[src/rtl/grad_dir_interp.sv]
// Gradient-thresholded direction selector: picks the low-gradient directions (VNG style)
// and averages their colour estimates through a 3-stage valid/ready pipeline.
module grad_dir_interp #(
    parameter int unsigned pixelBitWidth = 12,
    parameter int unsigned THR_SHIFT     = 1
) (
    input  logic                     clk,
    input  logic                     rst,
    input  logic                     in_valid,
    output logic                     in_ready,
    input  logic [pixelBitWidth+4:0] grad_n,
    input  logic [pixelBitWidth+4:0] grad_e,
    input  logic [pixelBitWidth+4:0] grad_s,
    input  logic [pixelBitWidth+4:0] grad_w,
    input  logic [pixelBitWidth-1:0] est_n,
    input  logic [pixelBitWidth-1:0] est_e,
    input  logic [pixelBitWidth-1:0] est_s,
    input  logic [pixelBitWidth-1:0] est_w,
    output logic                     out_valid,
    input  logic                     out_ready,
    output logic [pixelBitWidth-1:0] pix_out,
    output logic [3:0]               dir_mask
);

    localparam int unsigned PW        = pixelBitWidth;
    localparam int unsigned GW        = PW + 5;
    localparam int unsigned TW        = GW + 1;
    localparam int unsigned SW        = PW + 2;
    localparam int unsigned MW        = 2 * SW;
    localparam int unsigned DIV3_MUL  = 5461;
    localparam int unsigned DIV3_RND  = 8192;
    localparam int unsigned PIX_MAX   = (1 << PW) - 1;

    logic                   stall;
    logic                   advance;

    logic [3:0][GW-1:0]     grad_in;
    logic [3:0][PW-1:0]     est_in;
    logic [GW-1:0]          gmin_d;

    logic                   s1_valid_q;
    logic [GW-1:0]          s1_gmin_q;
    logic [3:0][GW-1:0]     s1_grad_q;
    logic [3:0][PW-1:0]     s1_est_q;

    logic [TW-1:0]          thr;
    logic [3:0]             mask_d;
    logic [SW-1:0]          sum_d;
    logic [2:0]             cnt_d;

    logic                   s2_valid_q;
    logic [3:0]             s2_mask_q;
    logic [SW-1:0]          s2_sum_q;
    logic [2:0]             s2_cnt_q;

    logic [SW-1:0]          div3;
    logic [PW-1:0]          pix_d;

    logic                   out_valid_q;
    logic [PW-1:0]          pix_q;
    logic [3:0]             dmask_q;

    // A full output stage that downstream refuses freezes the whole pipe.
    assign stall    = out_valid_q && !out_ready;
    assign advance  = !stall;
    assign in_ready = !stall;

    assign grad_in = {grad_w, grad_s, grad_e, grad_n};
    assign est_in  = {est_w, est_s, est_e, est_n};

    always_comb begin
        gmin_d = grad_in[0];
        for (int unsigned i = 1; i < 4; i++) begin
            if (grad_in[i] < gmin_d) begin
                gmin_d = grad_in[i];
            end
        end
    end

    always_ff @(posedge clk) begin
        if (rst) begin
            s1_valid_q <= 1'b0;
            s1_gmin_q  <= '0;
            s1_grad_q  <= '0;
            s1_est_q   <= '0;
        end else if (advance) begin
            s1_valid_q <= in_valid;
            if (in_valid) begin
                s1_gmin_q <= gmin_d;
                s1_grad_q <= grad_in;
                s1_est_q  <= est_in;
            end
        end
    end

    // Threshold is one bit wider than the gradients so gmin + gmin/2 never wraps.
    assign thr = TW'(s1_gmin_q) + TW'(s1_gmin_q >> THR_SHIFT);

    always_comb begin
        mask_d = '0;
        sum_d  = '0;
        cnt_d  = '0;
        for (int unsigned i = 0; i < 4; i++) begin
            mask_d[i] = (TW'(s1_grad_q[i]) <= thr);
            if (mask_d[i]) begin
                sum_d = sum_d + SW'(s1_est_q[i]);
                cnt_d = cnt_d + 3'd1;
            end
        end
    end

    always_ff @(posedge clk) begin
        if (rst) begin
            s2_valid_q <= 1'b0;
            s2_mask_q  <= '0;
            s2_sum_q   <= '0;
            s2_cnt_q   <= '0;
        end else if (advance) begin
            s2_valid_q <= s1_valid_q;
            if (s1_valid_q) begin
                s2_mask_q <= mask_d;
                s2_sum_q  <= sum_d;
                s2_cnt_q  <= cnt_d;
            end
        end
    end

    // Divide-by-3 via reciprocal multiply: round(2^14/3) with half-LSB rounding.
    assign div3 = SW'((MW'(s2_sum_q) * MW'(DIV3_MUL) + MW'(DIV3_RND)) >> SW);

    always_comb begin
        pix_d = '0;
        case (s2_cnt_q)
            3'd1: pix_d = PW'(s2_sum_q);
            3'd2: pix_d = PW'((s2_sum_q + SW'(1)) >> 1);
            3'd3: begin
                if (div3 > SW'(PIX_MAX)) begin
                    pix_d = PW'(PIX_MAX);
                end else begin
                    pix_d = PW'(div3);
                end
            end
            default: pix_d = PW'((s2_sum_q + SW'(2)) >> 2);
        endcase
    end

    always_ff @(posedge clk) begin
        if (rst) begin
            out_valid_q <= 1'b0;
            pix_q       <= '0;
            dmask_q     <= '0;
        end else if (advance) begin
            out_valid_q <= s2_valid_q;
            if (s2_valid_q) begin
                pix_q   <= pix_d;
                dmask_q <= s2_mask_q;
            end
        end
    end

    assign out_valid = out_valid_q;
    assign pix_out   = pix_q;
    assign dir_mask  = dmask_q;

endmodule

[config.mk]
export PLATFORM = sky130hd
export DESIGN_NAME = grad_dir_interp
export DESIGN_NICKNAME = d
export VERILOG_FILES = /design/src/rtl/grad_dir_interp.sv
export SDC_FILE = /design/constraint.sdc
export NUM_CORES = 1
export LEC_CHECK = 0
export BUFFER_PORTS_ARGS = -buffer_cell sky130_fd_sc_hd__buf_2
export CORE_MARGIN = 3
export CORE_UTILIZATION = 60
export DETAILED_ROUTE_END_ITERATION = 8
export GPL_ROUTABILITY_DRIVEN = 0
export PLACE_DENSITY = 0.8
export SKIP_LAST_GASP = 1
export SLEW_MARGIN = 20
export SYNTH_ARGS = -nofsm -noshare
export SYNTH_HDL_FRONTEND = slang
export SYNTH_SLANG_ARGS = --single-unit
[constraint.sdc]
create_clock -name clk -period 10.1 [get_ports clk]
set_clock_uncertainty 0.05 [all_clocks]
set_input_delay 0 -clock clk [delete_from_list [all_inputs] [get_ports clk]]
set_output_delay 0 -clock clk [all_outputs]
set_load 0.1 [all_outputs]
==> results of run 1 <==
## per-layer routing
layer  wire [um]  vias up  track usage, %
li1            -     7476               -
met1       19400     7417            43.5
met2       21600      805            52.6
met3        4080      144            5.28
met4        1680        0            12.0
met5           0        -               0
## cell usage after synthesis (all sizes together), types with 4 or more instances
| library cell | instances | share of area [%] |
|---|---|---|
| nand2b | 13 | 0.51 |
| a211oi | 22 | 1.1 |
| xnor2 | 30 | 1.7 |
| nor3b | 4 | 0.19 |
| mux2i | 24 | 1.5 |
| o21bai | 10 | 0.48 |
| nor2b | 15 | 0.59 |
| o41ai | 6 | 0.33 |
| a21o | 32 | 1.5 |
| a21boi | 7 | 0.33 |
| a31oi | 23 | 0.91 |
| buf | 14 | 0.47 |
| fa | 55 | 7.0 |
| a221oi | 8 | 0.44 |
| a2111oi | 4 | 0.34 |
| nor3 | 24 | 0.76 |
| o31ai | 10 | 0.48 |
| o31a | 5 | 0.29 |
| and2 | 15 | 0.59 |
| a21oi | 230 | 7.3 |
| o211ai | 30 | 1.5 |
| and3 | 23 | 0.91 |
| xor2 | 20 | 1.1 |
| nand3 | 38 | 1.2 |
| or3 | 9 | 0.36 |
| nand4 | 21 | 0.83 |
| a22oi | 4 | 0.19 |
| mux2 | 10 | 0.76 |
| o21ai | 125 | 4.0 |
| and4 | 5 | 0.28 |
| o311ai | 4 | 0.22 |
| o21a | 13 | 0.62 |
| inv | 153 | 3.6 |
| dfxtp | 173 | 22 |
| nor2 | 83 | 2.0 |
| a221o | 8 | 0.51 |
| ha | 263 | 21 |
| clkbuf | 74 | 1.8 |
| a32oi | 16 | 0.89 |
| nand2 | 317 | 7.5 |
## sequential cells by signal, summed over array words and instances, names as in the netlist
register	cells
s1_grad_q	68
s1_est_q	48
s1_gmin_q	17
s2_sum_q	14
pix_out	12
dir_mask	4
s2_mask_q	4
s2_cnt_q	3
out_valid	1
s1_valid_q	1
s2_valid_q	1
## final timing paths
kind | endpoint | startpoint | depth (start not counted)
worst max register to register | s2_sum_q[12]$_SDFFE_PP0P_ | s1_gmin_q[1]$_SDFFE_PP0P_ | 43
worst max-delay path | s2_sum_q[12]$_SDFFE_PP0P_ | s1_gmin_q[1]$_SDFFE_PP0P_ | 43
worst min-delay path | s1_grad_q[53]$_SDFFE_PP0P_ | in_valid | 4
worst min register to register | s1_grad_q[0]$_SDFFE_PP0P_ | s1_grad_q[0]$_SDFFE_PP0P_ | 2
## power groups by stage
stage / Clock [uW] / Combinational (uW) / Sequential, uW
floorplan: 0 / 1410 / 818
global placement: 0 / 1790 / 822
detailed placement: 0 / 1880 / 824
CTS: 679 / 1940 / 808
global route: 704 / 2210 / 820
finish: 675 / 1980 / 812
## area by class of cell
type | count | area [sq um] | area share [%]
clock buffers | 18 | 439 | 2.35
multi-input cells | 1560 | 11400 | 61.2
clock inverters | 14 | 146 | 0.784
inverters | 156 | 586 | 3.14
well taps | 330 | 413 | 2.21
diodes | 1 | 2.50 | 0.0134
repair buffers | 290 | 2190 | 11.7
flip-flops and latches | 173 | 3460 | 18.6
## worst max-delay path, delay by kind of cell (launching register included)
kind                     cells  cell delay (ps)
multiplexers                 2              480
AND/OR/NAND/NOR              8             1040
AO/OA/AOI/OAI               21             4140
flip-flops                   1              380
XOR/XNOR                     4              860
buffers and inverters        2              330
adder cells (fa/ha/maj)      6             1910
## logic make-up (layout without fill, tap and decap cells)
group	count (synthesis)	count (layout)
compound gates	582	582
flops	173	173
other cells	0	1
simple gates	575	575
xor+xnor	51	51
buf+inv	244	478
mux	34	34
fa+ha+maj	318	318
## per-stage QoR
stage	hold WS [ps]	instance area, sq um
final	165	18700
after global routing	178	18700
after CTS	155	18700
after detailed placement	195	16700
after global placement	191	16700
after floorplan	86.0	15800
==> summary.log, run 1 <==
[layout] number of nets in the final layout 2636
[synth] per-instance average area after synthesis 7.99 sq um
[synth] post-synthesis cell area 15800 sq um
[synth] Synth Flop Type sky130_fd_sc_hd__dfxtp_1
[power] Switching Power 1590 uW
[timing] worst max-slew margin expressed relative to the limit 39.1%
[power] switching part of the total power 45.9%
[timing] RSZ-0062 raised after global routing false
[setup_path] type of element capturing the critical path register
[synth] Async S/R FF share, synth 0%
[synth] area fraction in and, or, nand and nor cells after synthesis 16.2%
[setup_path] dominant cell type by count on the critical path sky130_fd_sc_hd__o21ai_0
[global_route] global-route wire length before repair 75500 um
[floorplanning] Die Y-Extent 168 um
[synth] main combinational cell family by area after synthesis adder cells
[worst_hold_path] Min-Delay Path Class in -> reg
[power] portion of total power attributed to the clock network 19.5%
[timing] final cycle utilization of the critical path 92.7%
[detailed_routing] DRT Wirelength 46800 um
[cts] root buf cell sky130_fd_sc_hd__clkbuf_16
[synth] sequential cell area fraction in the yosys report 21.9%
[detailed_routing] Vias per Instance 6.23
[layout] most common cell after layout, fill and taps aside sky130_fd_sc_hd__nand2_1
[setup_path] Crit Path Class reg -> reg
[detailed_routing] DRC violation total after the first TritonRoute iteration 1487
[global_route] sum of overflow across all layers after global routing 0
[layout] most frequent cells in the layout sky130_fd_sc_hd__nand2_1 (316), sky130_fd_sc_hd__ha_1 (263), sky130_fd_sc_hd__a21oi_1 (227)
[detailed_routing] Wirelength per Cell 18.4 um
[outcome] result of the run complete, no violations
[synth] Yosys warning total 0
[synth] Post-Synth XOR/XNOR Area 2.91%
[detailed_routing] Remaining DRCs 0
[floorplanning] site row count 58
[cts] Gates resized, CTS repair 0
[setup_path] Critical-path top delay cell sky130_fd_sc_hd__fa_1
[detailed_routing] TritonRoute pass-1 iters 5
[setup_path] Max FO, Critical Path 19
[power] P_int 1880 uW
[timing] max-slew violation count 0
[global_route] vias in the first global route 15345
[timing] slack of the critical path 734 ps
[power] areal power density over the cells 186 nW/um^2
[floorplanning] Die Outline Area 28300 sq um
[place] Place WS 905 ps
[cts] count of buffers added by post-CTS timing repair for setup 0
[cts] buffer levels on the longest clock path 2
[timing] clock period minus final worst setup slack 9370 ps
[layout] Final Instance Count excl. Fillers 2542
[cts] number of sinks handled by clock tree synthesis 173
[global_route] aggregate global-route resource usage 32.3%
[layout] post-synthesis to final-layout area growth 18.1%
[power] portion of total power attributed to combinational logic 57.1%
[floorplanning] I/O Pins 138
[setup_path] crit path launch type register
[layout] core occupancy in the finished layout 73.1%
[cts] clock insertion delay at the later pin of the skew report 450 ps
[synth] Net Count, Synth 2415
[cts] CTS tree yes
[detailed_routing] Vias 15842
[cts] hold buffer count at CTS 139
[power] power after layout 3470 uW
[synth] number of distinct library cells after synthesis 77
[synth] register bit count reported by yosys 173
[timing] Max Fclk 107 MHz
[job] max cap viols 0
[place] number of cells in the design after placement 2370
[cts] total number of H-tree levels 4
[setup_path] slack of the worst reg-to-reg path 730 ps
[timing] final hold violation count 0
[timing] worst slew pin tran 913 ps
[cts] clock buffers created by TritonCTS 17
[synth] share of synthesized area spent on multiplexers 2.28%
[synth] number of enable-type register cells in the synthesized netlist 0
[place] count of buffers inserted at the top-level ports 137
[synth] fraction of the mapped netlist area in adder cells 27.8%
[place] post-detail-place hpwl 33100 um
[setup_path] delay of the slowest critical-path stage 400 ps
[synth] Synth Area in Compound Gates 23.0%
[power] worst ir drop on vdd 167 uV
[floorplanning] area inside the core boundary 25500 sq um
[timing] setup tns final 0 ps
[layout] fraction of final layout cells sized beyond drive strength 1 9.77%
[power] leakage power 0.00894 uW
[setup_path] arrival time reported for the critical path endpoint 9610 ps
[layout] final-layout fill cell count 1837
[detailed_routing] residual antenna-violating net count after detailed routing 0
[synth] Post-Syn Instances 1977
[floorplanning] chip width 168 um
[global_route] antenna violations before repair 1
[setup_path] Worst Path Required 10340 ps
[cts] register clock-pin slew on the reported worst setup and hold paths 80 ps
[timing] final setup violating endpoints 0
[power] proportion of power drawn by flip-flops and latches 23.4%
[floorplanning] starting density of the core 61.9%
[global_route] maximum number of pins on one net before global-route repair 109
No activity file was read; power rests on OpenSTA's default activity.
==> run 2: changes to the inputs <==
CTS_BUF_LIST = sky130_fd_sc_hd__clkbuf_4 sky130_fd_sc_hd__clkbuf_8   (was default)
PLACE_DENSITY = 0.76   (was 0.8)
==> run 2 against run 1 <==
- worst setup slack worse by 68 ps
- die area stayed put
- register-to-register slack lost 70 ps
- clock-buffer cell count decreased by 1
- combinational power hardly changed
- critical path type unchanged
- largest power group unchanged
==> summary.log, run 2 (synthesis gave the netlist of run 1 again) <==
[outcome] result of the run complete, no violations
[power] areal power density over the cells 179 nW/um^2 [-3.5%]
[global_route] global-route wire length before repair 76500 um [+1.4%]
[worst_hold_path] worst hold path cell count 4 [unchanged]
[cts] register clock-pin slew on the reported worst setup and hold paths 110 ps [+30 ps]
[setup_path] Critical-path top delay cell sky130_fd_sc_hd__o41ai_1
[global_route] sum of overflow across all layers after global routing 0 [unchanged]
[timing] worst max-slew margin expressed relative to the limit 31.7% [-7.4 points]
[cts] count of buffers added by post-CTS timing repair for setup 0 [unchanged]
[detailed_routing] DRT Wirelength 47100 um [+0.55%]
[global_route] aggregate global-route resource usage 32.6% [+0.31 points]
[layout] core occupancy in the finished layout 72.2% [-0.85 points]
[place] area after detailed placement 16700 sq um [-0.13%]
[setup_path] Max FO, Critical Path 19 [unchanged]
[floorplanning] site row count 58 [unchanged]
[floorplanning] starting density of the core 61.9% [unchanged]
[cts] buffer levels on the longest clock path 2 [unchanged]
[setup_path] crit path launch type register
[setup_path] Worst Path Required 10460 ps [+120 ps]
[job] max cap viols 0 [unchanged]
[setup_path] cells on worst reg2reg path 40 [-7.0%]
[cts] root buf cell sky130_fd_sc_hd__clkbuf_8
[timing] RSZ-0062 raised after global routing false
[floorplanning] Die Y-Extent 168 um [unchanged]
[cts] number of sinks handled by clock tree synthesis 173 [unchanged]
[setup_path] delay of the slowest critical-path stage 570 ps [+170 ps]
[layout] largest registers s1_grad_q: 68 flops, s1_est_q: 48 flops, s1_gmin_q: 17 flops
[detailed_routing] TritonRoute pass-1 iters 6 [+1]
[setup_path] arrival time reported for the critical path endpoint 9790 ps [+180 ps]
[layout] post-route design area 18400 sq um [-1.2%]
[cts] clock buffers created by TritonCTS 17 [unchanged]
[power] worst ir drop on vdd 207 uV [+24%]
[layout] number of nets in the final layout 2631 [-0.19%]
[global_route] antenna violations before repair 0 [-1]
[layout] most frequent cells in the layout sky130_fd_sc_hd__nand2_1 (316), sky130_fd_sc_hd__ha_1 (263), sky130_fd_sc_hd__a21oi_1 (227)
[setup_path] worst reg2reg endpoint s2_sum_q[13]$_SDFFE_PP0P_
[timing] Max Fclk 106 MHz [-0.72%]
[setup_path] type of element capturing the critical path register
[setup_path] slack of the worst reg-to-reg path 670 ps [-70 ps]
[timing] setup tns final 0 ps [unchanged]
[worst_hold_path] end point of the worst hold path s1_grad_q[66]$_SDFFE_PP0P_
[timing] clock period minus final worst setup slack 9430 ps [+68.2 ps]
[cts] clock insertion delay at the later pin of the skew report 500 ps [+50 ps]
[layout] fraction of final layout cells sized beyond drive strength 1 9.79% [+0.022 points]
[timing] final cycle utilization of the critical path 93.4% [+0.68 points]
[floorplanning] area inside the core boundary 25500 sq um [unchanged]
[power] leakage power 0.00883 uW [-1.2%]
[detailed_routing] Remaining DRCs 0 [unchanged]
[timing] final setup violating endpoints 0 [unchanged]
[worst_hold_path] launch instance of the worst min-delay path in_valid
[cts] total number of H-tree levels 4 [unchanged]
[cts] CTS tree yes
[layout] max reg flops 68 [unchanged]
[layout] final-layout fill cell count 1989 [+8.3%]
[place] post-detail-place hpwl 33900 um [+2.5%]
[layout] diode insertion count for antenna repair 0 [-1]
[floorplanning] I/O Pins 138 [unchanged]
[setup_path] R2R Path Start s1_gmin_q[1]$_SDFFE_PP0P_
[layout] most common cell after layout, fill and taps aside sky130_fd_sc_hd__nand2_1
[worst_hold_path] Min-Delay Path Class in -> reg
[layout] Most flops, register s1_grad_q
[detailed_routing] Vias 15691 [-0.95%]
[layout] post-synthesis to final-layout area growth 16.7%
[timing] max-slew violation count 0 [unchanged]
[setup_path] Crit Path Class reg -> reg
[timing] final hold violation count 0 [unchanged]
[timing] worst slew pin tran 1020 ps [+112 ps]
[floorplanning] Die Outline Area 28300 sq um [unchanged]
[place] count of buffers inserted at the top-level ports 137 [unchanged]
[detailed_routing] residual antenna-violating net count after detailed routing 0 [unchanged]
[detailed_routing] DRC violation total after the first TritonRoute iteration 1248 [-16%]
[global_route] maximum number of pins on one net before global-route repair 91 [-17%]
[global_route] vias in the first global route 15285 [-0.39%]
[detailed_routing] Vias per Instance 6.19 [-0.72%]
[floorplanning] chip width 168 um [unchanged]
[detailed_routing] Wirelength per Cell 18.6 um [+0.78%]
==> run 2: cell types whose count changed in the layout (fill, tap and decap cells not counted), sizes merged <==
| cell | change |
|---|---|
| clkbuf | -1 |
| clkinv | -1 |
| dlygate4sd3 | -2 |
| clkinvlp | +2 |
| diode | -1 |
| buf | -3 |
==> run 2: through the flow <==
step                      hold slack (ps)  total power, uW  std cells  setup WS (ps)
after detailed placement              197             2700       2367            787
after floorplan                      86.0             2230       1977           1940
after global routing                  142             3580       2536            111
after CTS                             123             3260       2536            728
final                                 131             3310       2536            666
after global placement                190             2620       2367           1180
==> run 2: worst max-delay path by stage <==
| stage | from | endpoint | slack, ps |
|---|---|---|---|
| 6_report | s1_gmin_q[1]$_SDFFE_PP0P_ | s2_sum_q[13]$_SDFFE_PP0P_ | 670 |
| 5_1_grt | s1_gmin_q[1]$_SDFFE_PP0P_ | s2_sum_q[12]$_SDFFE_PP0P_ | 110 |
| 4_1_cts | s1_gmin_q[1]$_SDFFE_PP0P_ | s2_sum_q[12]$_SDFFE_PP0P_ | 730 |
| 3_5_place_dp | s1_gmin_q[1]$_SDFFE_PP0P_ | s2_sum_q[12]$_SDFFE_PP0P_ | 790 |
| 3_3_place_gp | s1_gmin_q[1]$_SDFFE_PP0P_ | s2_sum_q[12]$_SDFFE_PP0P_ | 1180 |
| 2_1_floorplan | s1_gmin_q[1]$_SDFFE_PP0P_ | s2_sum_q[12]$_SDFFE_PP0P_ | 1940 |
==> run 2: timing repair <==
| item | in CTS | in global routing |
|---|---|---|
| setup endpoints to repair | 0 | 3 |
| hold buffers | 137 | 0 |
| resized for setup | 0 | 4 |
| hold endpoints to repair | 140 | 0 |
==> run 2: area by class of cell <==
type | count | area (sq um) | area share (%)
well taps | 330 | 413 | 2.24
clock inverters | 15 | 166 | 0.902
multi-input cells | 1560 | 11400 | 62.0
repair buffers | 285 | 2140 | 11.6
inverters | 156 | 586 | 3.17
flip-flops and latches | 173 | 3460 | 18.8
clock buffers | 17 | 234 | 1.27
==> run 2: report_power, final <==
part           switching [uW]  internal, uW  leakage, uW
sequential               71.4           740      0.00142
clock                     325           189     0.000197
combinational            1180           796      0.00721
total                    1580          1730      0.00883
==> run 2: metal layers <==
layer  vias to the layer above  GRT usage (%)  routed length, um
li1                       7461              -                  -
met4                         0           12.3               1730
met3                       137           4.98               3260
met5                         -              0                  0
met1                      7393           41.6              19300
met2                       700           56.0              22700
==> run 2: critical path, delay by kind of cell (launching register included) <==
kind | cells | cell delay, ps
flip-flops | 1 | 360
adder cells (fa/ha/maj) | 6 | 1840
buffers and inverters | 2 | 340
AO/OA/AOI/OAI | 21 | 4940
AND/OR/NAND/NOR | 9 | 1320
XOR/XNOR | 2 | 500
